--- src/rtl/axis_pkt_gen_pkg.sv ---
// Shared definitions for the AXI-Stream packet generator: FSM encoding and
// stall-counter width.
package axis_pkt_gen_pkg;

    typedef enum logic [1:0] {
        ST_IDLE = 2'd0,
        ST_SEND = 2'd1,
        ST_DONE = 2'd2
    } state_t;

    localparam int STALL_CNT_WIDTH = 32;

endpackage

--- src/rtl/axis_pkt_gen.sv ---
// AXI-Stream packet generator: programmed count of fixed-length packets with a
// counting payload. Optional stall counter enabled by AXIS_PKT_GEN_STALL_CNT_EN.
module axis_pkt_gen
    import axis_pkt_gen_pkg::*;
#(
    parameter int c_WIDTH     = 8,
    parameter int c_LEN_WIDTH = 16
) (
    input  logic                   clk,
    input  logic                   rst,
    input  logic                   start,
    input  logic [c_LEN_WIDTH-1:0] pkt_len,
    input  logic [c_LEN_WIDTH-1:0] pkt_count,
    input  logic [c_WIDTH-1:0]     seed,
    output logic                   busy,
    output logic                   done,
    output logic [c_WIDTH-1:0]     m_axis_tdata,
    output logic                   m_axis_tvalid,
    input  logic                   m_axis_tready,
    output logic                   m_axis_tlast
`ifdef AXIS_PKT_GEN_STALL_CNT_EN
    ,
    output logic [STALL_CNT_WIDTH-1:0] stall_cnt
`endif
);

    localparam logic [c_LEN_WIDTH-1:0] LEN_ZERO = {c_LEN_WIDTH{1'b0}};
    localparam logic [c_LEN_WIDTH-1:0] LEN_ONE  = {{(c_LEN_WIDTH-1){1'b0}}, 1'b1};
    localparam logic [c_WIDTH-1:0]     DATA_ZERO = {c_WIDTH{1'b0}};
    localparam logic [c_WIDTH-1:0]     DATA_ONE  = {{(c_WIDTH-1){1'b0}}, 1'b1};

    state_t                 state_r;
    state_t                 next_state_s;

    logic [c_LEN_WIDTH-1:0] len_r;
    logic [c_LEN_WIDTH-1:0] count_r;
    logic [c_LEN_WIDTH-1:0] beat_idx_r;
    logic [c_LEN_WIDTH-1:0] pkt_idx_r;
    logic [c_WIDTH-1:0]     tdata_r;
    logic                   tvalid_r;
    logic                   tlast_r;
    logic                   busy_r;
    logic                   done_r;

    logic [c_LEN_WIDTH-1:0] len_s;
    logic [c_LEN_WIDTH-1:0] count_s;
    logic [c_LEN_WIDTH-1:0] beat_idx_s;
    logic [c_LEN_WIDTH-1:0] pkt_idx_s;
    logic [c_WIDTH-1:0]     tdata_s;
    logic                   tvalid_s;
    logic                   tlast_s;
    logic                   busy_s;
    logic                   done_s;

    logic                   start_ok_s;
    logic                   xfer_s;
    logic                   last_beat_s;
    logic                   last_pkt_s;

    assign start_ok_s  = (state_r == ST_IDLE) && start;
    assign xfer_s      = (state_r == ST_SEND) && tvalid_r && m_axis_tready;
    assign last_beat_s = (beat_idx_r == (len_r - LEN_ONE));
    assign last_pkt_s  = (pkt_idx_r == (count_r - LEN_ONE));

    // FSM state register
    always_ff @(posedge clk) begin
        if (!rst) begin
            state_r <= ST_IDLE;
        end else begin
            state_r <= next_state_s;
        end
    end

    // FSM next-state logic
    always_comb begin
        next_state_s = state_r;
        case (state_r)
            ST_IDLE: begin
                if (start) begin
                    if ((pkt_len == LEN_ZERO) || (pkt_count == LEN_ZERO)) begin
                        next_state_s = ST_DONE;
                    end else begin
                        next_state_s = ST_SEND;
                    end
                end else begin
                    next_state_s = ST_IDLE;
                end
            end
            ST_SEND: begin
                if (xfer_s && last_beat_s && last_pkt_s) begin
                    next_state_s = ST_DONE;
                end else begin
                    next_state_s = ST_SEND;
                end
            end
            ST_DONE: next_state_s = ST_IDLE;
            default: next_state_s = ST_IDLE;
        endcase
    end

    // Next values for the registered outputs, counters and payload; tlast is
    // looked ahead from the next beat index so it is stable with tvalid.
    always_comb begin
        len_s      = len_r;
        count_s    = count_r;
        beat_idx_s = beat_idx_r;
        pkt_idx_s  = pkt_idx_r;
        tdata_s    = tdata_r;
        if (start_ok_s) begin
            len_s      = pkt_len;
            count_s    = pkt_count;
            beat_idx_s = LEN_ZERO;
            pkt_idx_s  = LEN_ZERO;
            tdata_s    = seed;
        end else if (xfer_s) begin
            tdata_s = tdata_r + DATA_ONE;
            if (last_beat_s) begin
                beat_idx_s = LEN_ZERO;
                pkt_idx_s  = pkt_idx_r + LEN_ONE;
            end else begin
                beat_idx_s = beat_idx_r + LEN_ONE;
            end
        end else begin
            tdata_s = tdata_r;
        end
        tvalid_s = (next_state_s == ST_SEND);
        busy_s   = (next_state_s == ST_SEND);
        done_s   = (next_state_s == ST_DONE);
        tlast_s  = tvalid_s && (beat_idx_s == (len_s - LEN_ONE));
    end

    // Datapath and output registers
    always_ff @(posedge clk) begin
        if (!rst) begin
            len_r      <= LEN_ZERO;
            count_r    <= LEN_ZERO;
            beat_idx_r <= LEN_ZERO;
            pkt_idx_r  <= LEN_ZERO;
            tdata_r    <= DATA_ZERO;
            tvalid_r   <= 1'b0;
            tlast_r    <= 1'b0;
            busy_r     <= 1'b0;
            done_r     <= 1'b0;
        end else begin
            len_r      <= len_s;
            count_r    <= count_s;
            beat_idx_r <= beat_idx_s;
            pkt_idx_r  <= pkt_idx_s;
            tdata_r    <= tdata_s;
            tvalid_r   <= tvalid_s;
            tlast_r    <= tlast_s;
            busy_r     <= busy_s;
            done_r     <= done_s;
        end
    end

    assign m_axis_tdata  = tdata_r;
    assign m_axis_tvalid = tvalid_r;
    assign m_axis_tlast  = tlast_r;
    assign busy          = busy_r;
    assign done          = done_r;

`ifdef AXIS_PKT_GEN_STALL_CNT_EN
    localparam logic [STALL_CNT_WIDTH-1:0] STALL_ZERO = {STALL_CNT_WIDTH{1'b0}};
    localparam logic [STALL_CNT_WIDTH-1:0] STALL_ONE  = {{(STALL_CNT_WIDTH-1){1'b0}}, 1'b1};
    localparam logic [STALL_CNT_WIDTH-1:0] STALL_MAX  = {STALL_CNT_WIDTH{1'b1}};

    logic [STALL_CNT_WIDTH-1:0] stall_cnt_r;
    logic [STALL_CNT_WIDTH-1:0] stall_cnt_s;

    // Saturating count of stalled beats within a run, cleared on each new run
    always_comb begin
        stall_cnt_s = stall_cnt_r;
        if (start_ok_s) begin
            stall_cnt_s = STALL_ZERO;
        end else if ((state_r == ST_SEND) && tvalid_r && !m_axis_tready &&
                     (stall_cnt_r != STALL_MAX)) begin
            stall_cnt_s = stall_cnt_r + STALL_ONE;
        end else begin
            stall_cnt_s = stall_cnt_r;
        end
    end

    // Stall counter register
    always_ff @(posedge clk) begin
        if (!rst) begin
            stall_cnt_r <= STALL_ZERO;
        end else begin
            stall_cnt_r <= stall_cnt_s;
        end
    end

    assign stall_cnt = stall_cnt_r;
`endif

endmodule

--- config.mk ---
export PLATFORM = sky130hd
export DESIGN_NAME = axis_pkt_gen
export DESIGN_NICKNAME = d
export VERILOG_FILES = /design/src/rtl/axis_pkt_gen_pkg.sv /design/src/rtl/axis_pkt_gen.sv
export SDC_FILE = /design/constraint.sdc
export NUM_CORES = 1
export LEC_CHECK = 0
export ABC_AREA = 0
export BUFFER_PORTS_ARGS = -buffer_cell sky130_fd_sc_hd__buf_2
export CORE_MARGIN = 5
export CORE_UTILIZATION = 60
export CTS_CLUSTER_SIZE = 10
export DETAILED_ROUTE_END_ITERATION = 10
export PLACE_DENSITY = 0.81
export SKIP_CTS_REPAIR_TIMING = 1
export SLEW_MARGIN = 20
export SYNTH_ARGS = -nofsm -noshare
export SYNTH_HDL_FRONTEND = slang
export SYNTH_SLANG_ARGS = --single-unit
--- constraint.sdc ---
create_clock -name clk -period 4.8 [get_ports clk]
set_input_delay 0.72 -clock clk [delete_from_list [all_inputs] [get_ports clk]]
set_output_delay 0.72 -clock clk [all_outputs]
set_load 0.005 [all_outputs]
Word level (Yosys, flattened, before mapping)
Index checks and enable logic that the tools add are counted.
W data, S select, Z words.
- word-level logic and storage cells: 45
- input port bits: 44
- bits in registers: 77
- output and inout bits: 12
- reduce and logical (&&, ||, !) cells: 13
- multiplexer cells: 10
- equality and inequality tests: 6
- $add $sub $neg: 6
- bitwise gates (word level): 1
- operator list (kind ; number):
    $mux W16 ; 4
    $eq A16 B16 Y1 ; 3
    $sub A16 B1 Y16 const B ; 3
    $add A16 B1 Y16 const B ; 2
    $logic_not A16 Y1 ; 2
    $mux W8 ; 2
    $add A8 B1 Y8 const B ; 1
    $logic_and A1 B1 Y1 ; 6
    $mux W2 ; 3
    $eq A2 B1 Y1 const B ; 2
    $pmux W2 S2 ; 1
    $eq A2 B2 Y1 const B ; 1
    $logic_not A2 Y1 ; 1
    $reduce_and A2 Y1 ; 1
    $reduce_bool A2 Y1 ; 1
    $reduce_or A2 Y1 ; 1
    $logic_or A1 B1 Y1 ; 1
    $not A1 Y1 ; 1

Logic depth before layout (Yosys ltp)
- depth in word-level cells: 9
- mapped depth: 17
- mapped depth without buffers: 13

Least setup slack after synthesis
Ideal clock, no wire load.
- path kind: input -> register
- from: in start
- to: reg tlast_r, in the netlist m_axis_tlast
- library setup time: 0.088 ns
- stages: 17
- setup slack: 0.737 ns
- path buffers: 4
- arrival time: 3.976 ns
- required time: 4.712 ns
- cell sequence: nor3b_1 -> clkbuf_1 -> buf_2 -> clkbuf_1 -> nor2_1 -> a21oi_1 -> ha_1 -> clkbuf_1 -> nand3_1 -> xor2_1 -> mux2i_1 -> xnor2_1 -> nor3b_1 -> o21ai_0 -> a211oi_1 -> nand4_1 -> nor4_2
- word-level cells in the longest chain between the ends: 5
- elaborated cells on any way between the ends: 9
- classes of those cells: 1 x add/sub; 2 x eq/ne; 4 x mux; 2 x reduce/logical
- ends and longest elaborated chain (item ; line ; RTL):
    start: declaration ; axis_pkt_gen.sv:11 ; input logic start,
    $logic_and A1 B1 Y1 ; axis_pkt_gen.sv:60 ; assign start_ok_s = (state_r == ST_IDLE) && start;
    $mux W16 ; axis_pkt_gen.sv:109 ; if (start_ok_s) begin
    $sub A16 B1 Y16 ; axis_pkt_gen.sv:129 ; tlast_s = tvalid_s && (beat_idx_s == (len_s - LEN_ONE));
    $eq A16 B16 Y1 ; axis_pkt_gen.sv:129 ;
    $logic_and A1 B1 Y1 * ; axis_pkt_gen.sv:129 ;
    end signal: assignment ; axis_pkt_gen.sv:151 ; tlast_r <= tlast_s;
    end: declaration ; axis_pkt_gen.sv:41 ; logic tlast_r;
Mark *: on every way between the ends. The rest lies on a longest branch, timed or not.
A chain may end at the register's enable or synchronous reset.

Worst setup path in the final report
- from: reg len_r[2]
- to: reg tlast_r, in the netlist m_axis_tlast
- word-level cells in the longest chain between the ends: 8
- elaborated cells on any way between the ends: 14
- classes of those cells: 2 x add/sub; 3 x eq/ne; 6 x mux; 3 x reduce/logical
- ends and longest elaborated chain (item ; line ; RTL):
    start: declaration ; axis_pkt_gen.sv:35 ; logic [c_LEN_WIDTH-1:0] len_r;
    start signal: assignment ; axis_pkt_gen.sv:145 ; len_r <= len_s;
    branches (longest 7 deep; another with $sub A16 B1 Y16) ; n/a ;
    $logic_and A1 B1 Y1 * ; axis_pkt_gen.sv:129 ;
Every way passes the cells marked *.

==> impl_results.md <==
* CP Buf/Inv Count at 0
* Global routing's busiest layer: met2
* Antenna Cells at 0
* Fin. Hold Viols at 0
* CTS tree: built
* Mapped Area at 0.005256 mm²
* Unrepaired setup endpoints after global routing: no
* Max-Cap Viols at 0
* Routed Antenna Nets at 0
* Initial antenna violation count at 0
* IO buf count at 55
* Int Power at 1014 µW
* Rel. slew slack at 42.25%
* P_leak at 0.002137 µW
* CTS Sinks at 77
* Mapped Nets at 734
* Crit path cell chain: or4_4 -> or4_4 -> mux2_4 -> a211oi_2 -> a21oi_2 -> a21oi_2 -> o21ai_0 -> a211oi_1 -> nand4_1 -> nor4_2
* Synth Area per Inst at 7.685 µm²
* Worst EP required at 5.09 ns
* Post-synth EDFFs at 0
* Predominant post-synthesis flop cell: dfxtp_1
* Status: finished clean
* Vias in the first global route at 4,717
* CP top delay family: simple AND/OR/NAND/NOR gates
* Max Root-Sink Buffers at 2
* H-tree Lvls at 3
* Clk slew on worst S/H paths at 0.10 ns
* NetSw at 539.6 µW
* Critical Path Start Type: register
* Maximum clock rate at 0.2666 GHz
* Ys Warns at 0
* Io pins at 56
* Multi-input gate area at 0.003472 mm²
* Hold/Removal Path Class: register to register
* Global-route wire length before repair at 23,140 µm
* GP Congestion at 1.025
* Power share of the clock group at 31.2%
* Net Sw Frac at 34.73%
* WS Path Type: register to register
* Combinational power share at 23.9%
* Die span in y at 103.6 µm
* Post-synth ARST share at 0%
* Synth area leader: dfxtp_1
* Largest net degree at the start of global routing at 38
* DR DRC count at 0
* Register area share after synthesis at 29.33%
* Crit path max-delay cell type: a21oi_2
* Synth Instances at 684
* WL final at 14,260 µm
* Sequential Area at 0.001541 mm²
* Gr ovfl total at 0
* DP Worst Slack at 1.090 ns
* Die area at 0.01073 mm²
* Clock root buffer: clkbuf_8
* Unique masters post-synth at 67
* Final net count at 765
* Initial Util at 60.87%
* Sequential fraction of design power at 44.8%
* Final number of setup-violating endpoints at 0
* Row count at 34
* Setup Skew at 0.009940 ns
* 1st-pass router iterations at 5
* Final Max Tran Viols at 0
* Detailed Route Iter0 Violations at 342
* Seq cells post-synth at 77
* Total negative setup slack at 0 ns
* Met1 GRT Util at 37.09%
* DIE WIDTH at 103.6 µm
* Pwr per Cell Area at 272.2 mW/mm²
* Max stage delay on crit path at 0.64 ns
* Met2 GRT Util at 39.07%
* Slew @ Worst Pin at 0.8583 ns
* Hpwl dp at 10,890 µm
* Vias at 5,159
* Synth area leaders: dfxtp_1 (29%), xnor2_1 (8.8%), xor2_1 (6.7%)
* Core box area at 0.008636 mm²
* Area Overhead vs Synth at 8.569%
* Worst-Skew Late Latency at 0.36 ns
* Peak VDD IR at 0.1806 mV
* Crit path DAT at 4.04 ns
* Fraction of layout cells with a size suffix above 1 at 13.61%
* CP endpoint kind: register
* Critical path peak fanout at 20
* Period utilization at 78.14%
* Fillcell total at 768
* Setup ws final at 1.049 ns
* WL/cell at 17.22 µm
* Post-synth top area share at 29.33%
* Routing usage on met3 at 5.286%
* Vias per inst at 6.231
* Tmin final at 3.751 ns
* Inserted Clock Buffers at 9
* Total GRT Usage at 25.92%
-- flip-flops by register name (all words and copies together), names as in the netlist --
register / count
count_r: 16
len_r: 16
done: 1
m_axis_tlast: 1
pkt_idx_r: 16
beat_idx_r: 16
state_r: 2
busy: 1
m_axis_tdata: 8
-- per-layer routing --
layer | vias up | wire length [µm]
met5 | - | 0
met3 | 30 | 1168
met2 | 214 | 6333
met4 | 0 | 250
li1 | 2486 | -
met1 | 2429 | 6505
-- worst register-to-register path, cell delays in order (launching register included) --
cell,delay (ns)
dfxtp_1,0.42
or4_4,0.60
or4_4,0.57
mux2_4,0.33
a211oi_2,0.20
a21oi_2,0.09
a21oi_2,0.64
o21ai_0,0.22
a211oi_1,0.28
nand4_1,0.14
nor4_2,0.21
-- cells in the mapped netlist, drive strengths merged, types with 2 or more instances --
cell type and number:
a2111oi 5, a211o 4, a211oi 7, a21boi 4
a21oi 47, a22oi 2, a311oi 2, a31oi 5
a41oi 2, and2 3, and3 8, and4 3
and4b 3, buf 9, clkbuf 32, dfxtp 77
ha 6, inv 13, mux2i 13, nand2 92
nand2b 6, nand3 25, nand3b 4, nand4 16
nand4b 7, nor2 77, nor3 28, nor3b 3
nor4 22, nor4b 2, o211a 2, o211ai 3
o21a 4, o21ai 20, o31ai 3, or2 3
or3 9, or3b 2, or4 4, xnor2 53
xor2 40
-- final cells by class --
cell class	count	share of cell area, %
clock buffers	9	2.171
clock inverters	7	1.140
inverters	13	0.8551
multi-input cells	553	60.84
flip-flops and latches	77	27.01
well taps	108	2.368
repair buffers	61	5.613
-- layout by cell type (no fill, tap or decap), types with 5 or more instances in the layout --
cell type,Yosys,final
nand2_1,92,92
a31oi_1,5,5
nand2b_1,6,6
nand4b_1,7,7
a21oi_1,45,45
nor3_1,28,28
nand4_1,16,16
o21ai_0,20,20
buf_2,3,55
and3_1,8,8
mux2i_1,13,13
or3_1,8,8
nor2_1,77,77
xnor2_1,53,53
nand3_1,25,25
inv_1,13,13
clkbuf_8,0,9
ha_1,6,6
buf_4,1,6
nor4_1,18,18
dfxtp_1,77,77
a211oi_1,6,6
xor2_1,40,40
-- worst paths after layout --
check                           start                        to  slack (ns)  cells past startpoint
min          count_r[12]$_SDFFE_PN0P_  count_r[12]$_SDFFE_PN0P_        0.50                      2
max               len_r[2]$_SDFF_PN0_   m_axis_tlast$_SDFF_PN0_        1.05                     10
max reg2reg       len_r[2]$_SDFF_PN0_   m_axis_tlast$_SDFF_PN0_        1.05                     10
min reg2reg  count_r[12]$_SDFFE_PN0P_  count_r[12]$_SDFFE_PN0P_        0.50                      2
-- through the flow --
| step | utilization (%) | total power, µW | std cells | cell area, µm² | hold WS [ns] |
|---|---|---|---|---|---|
| floorplan | - | 977.4 | 684 | 5256 | 0.4496 |
| global placement | 63.89 | 1066 | 812 | 5518 | 0.4735 |
| detailed placement | 63.89 | 1074 | 812 | 5518 | 0.4856 |
| CTS | 66.08 | 1554 | 828 | 5707 | 0.4988 |
| global route | 66.08 | 1628 | 828 | 5707 | 0.5399 |
| finish | 66.08 | 1554 | 828 | 5707 | 0.5000 |
-- power groups by stage --
stage / sequential, µW / combinational, µW / clock [µW]
5_1_grt: 701 / 408 / 519
6_report: 697 / 372 / 485
3_5_place_dp: 710 / 363 / 0
3_3_place_gp: 709 / 357 / 0
2_1_floorplan: 695 / 283 / 0
4_1_cts: 695 / 366 / 493
-- kinds of logic (layout without fill, tap and decap cells) --
logic type	count (synthesis)	after routing	synth area share (%)
AND/OR/NAND/NOR	320	320	31.14
AO/OA/AOI/OAI	120	120	15.14
adder cells (fa/ha/maj)	6	6	1.428
flip-flops	77	77	29.33
XOR/XNOR	93	93	15.50
multiplexers	14	14	2.761
buffers and inverters	54	90	4.713
Power figures use the tool's default switching activity.
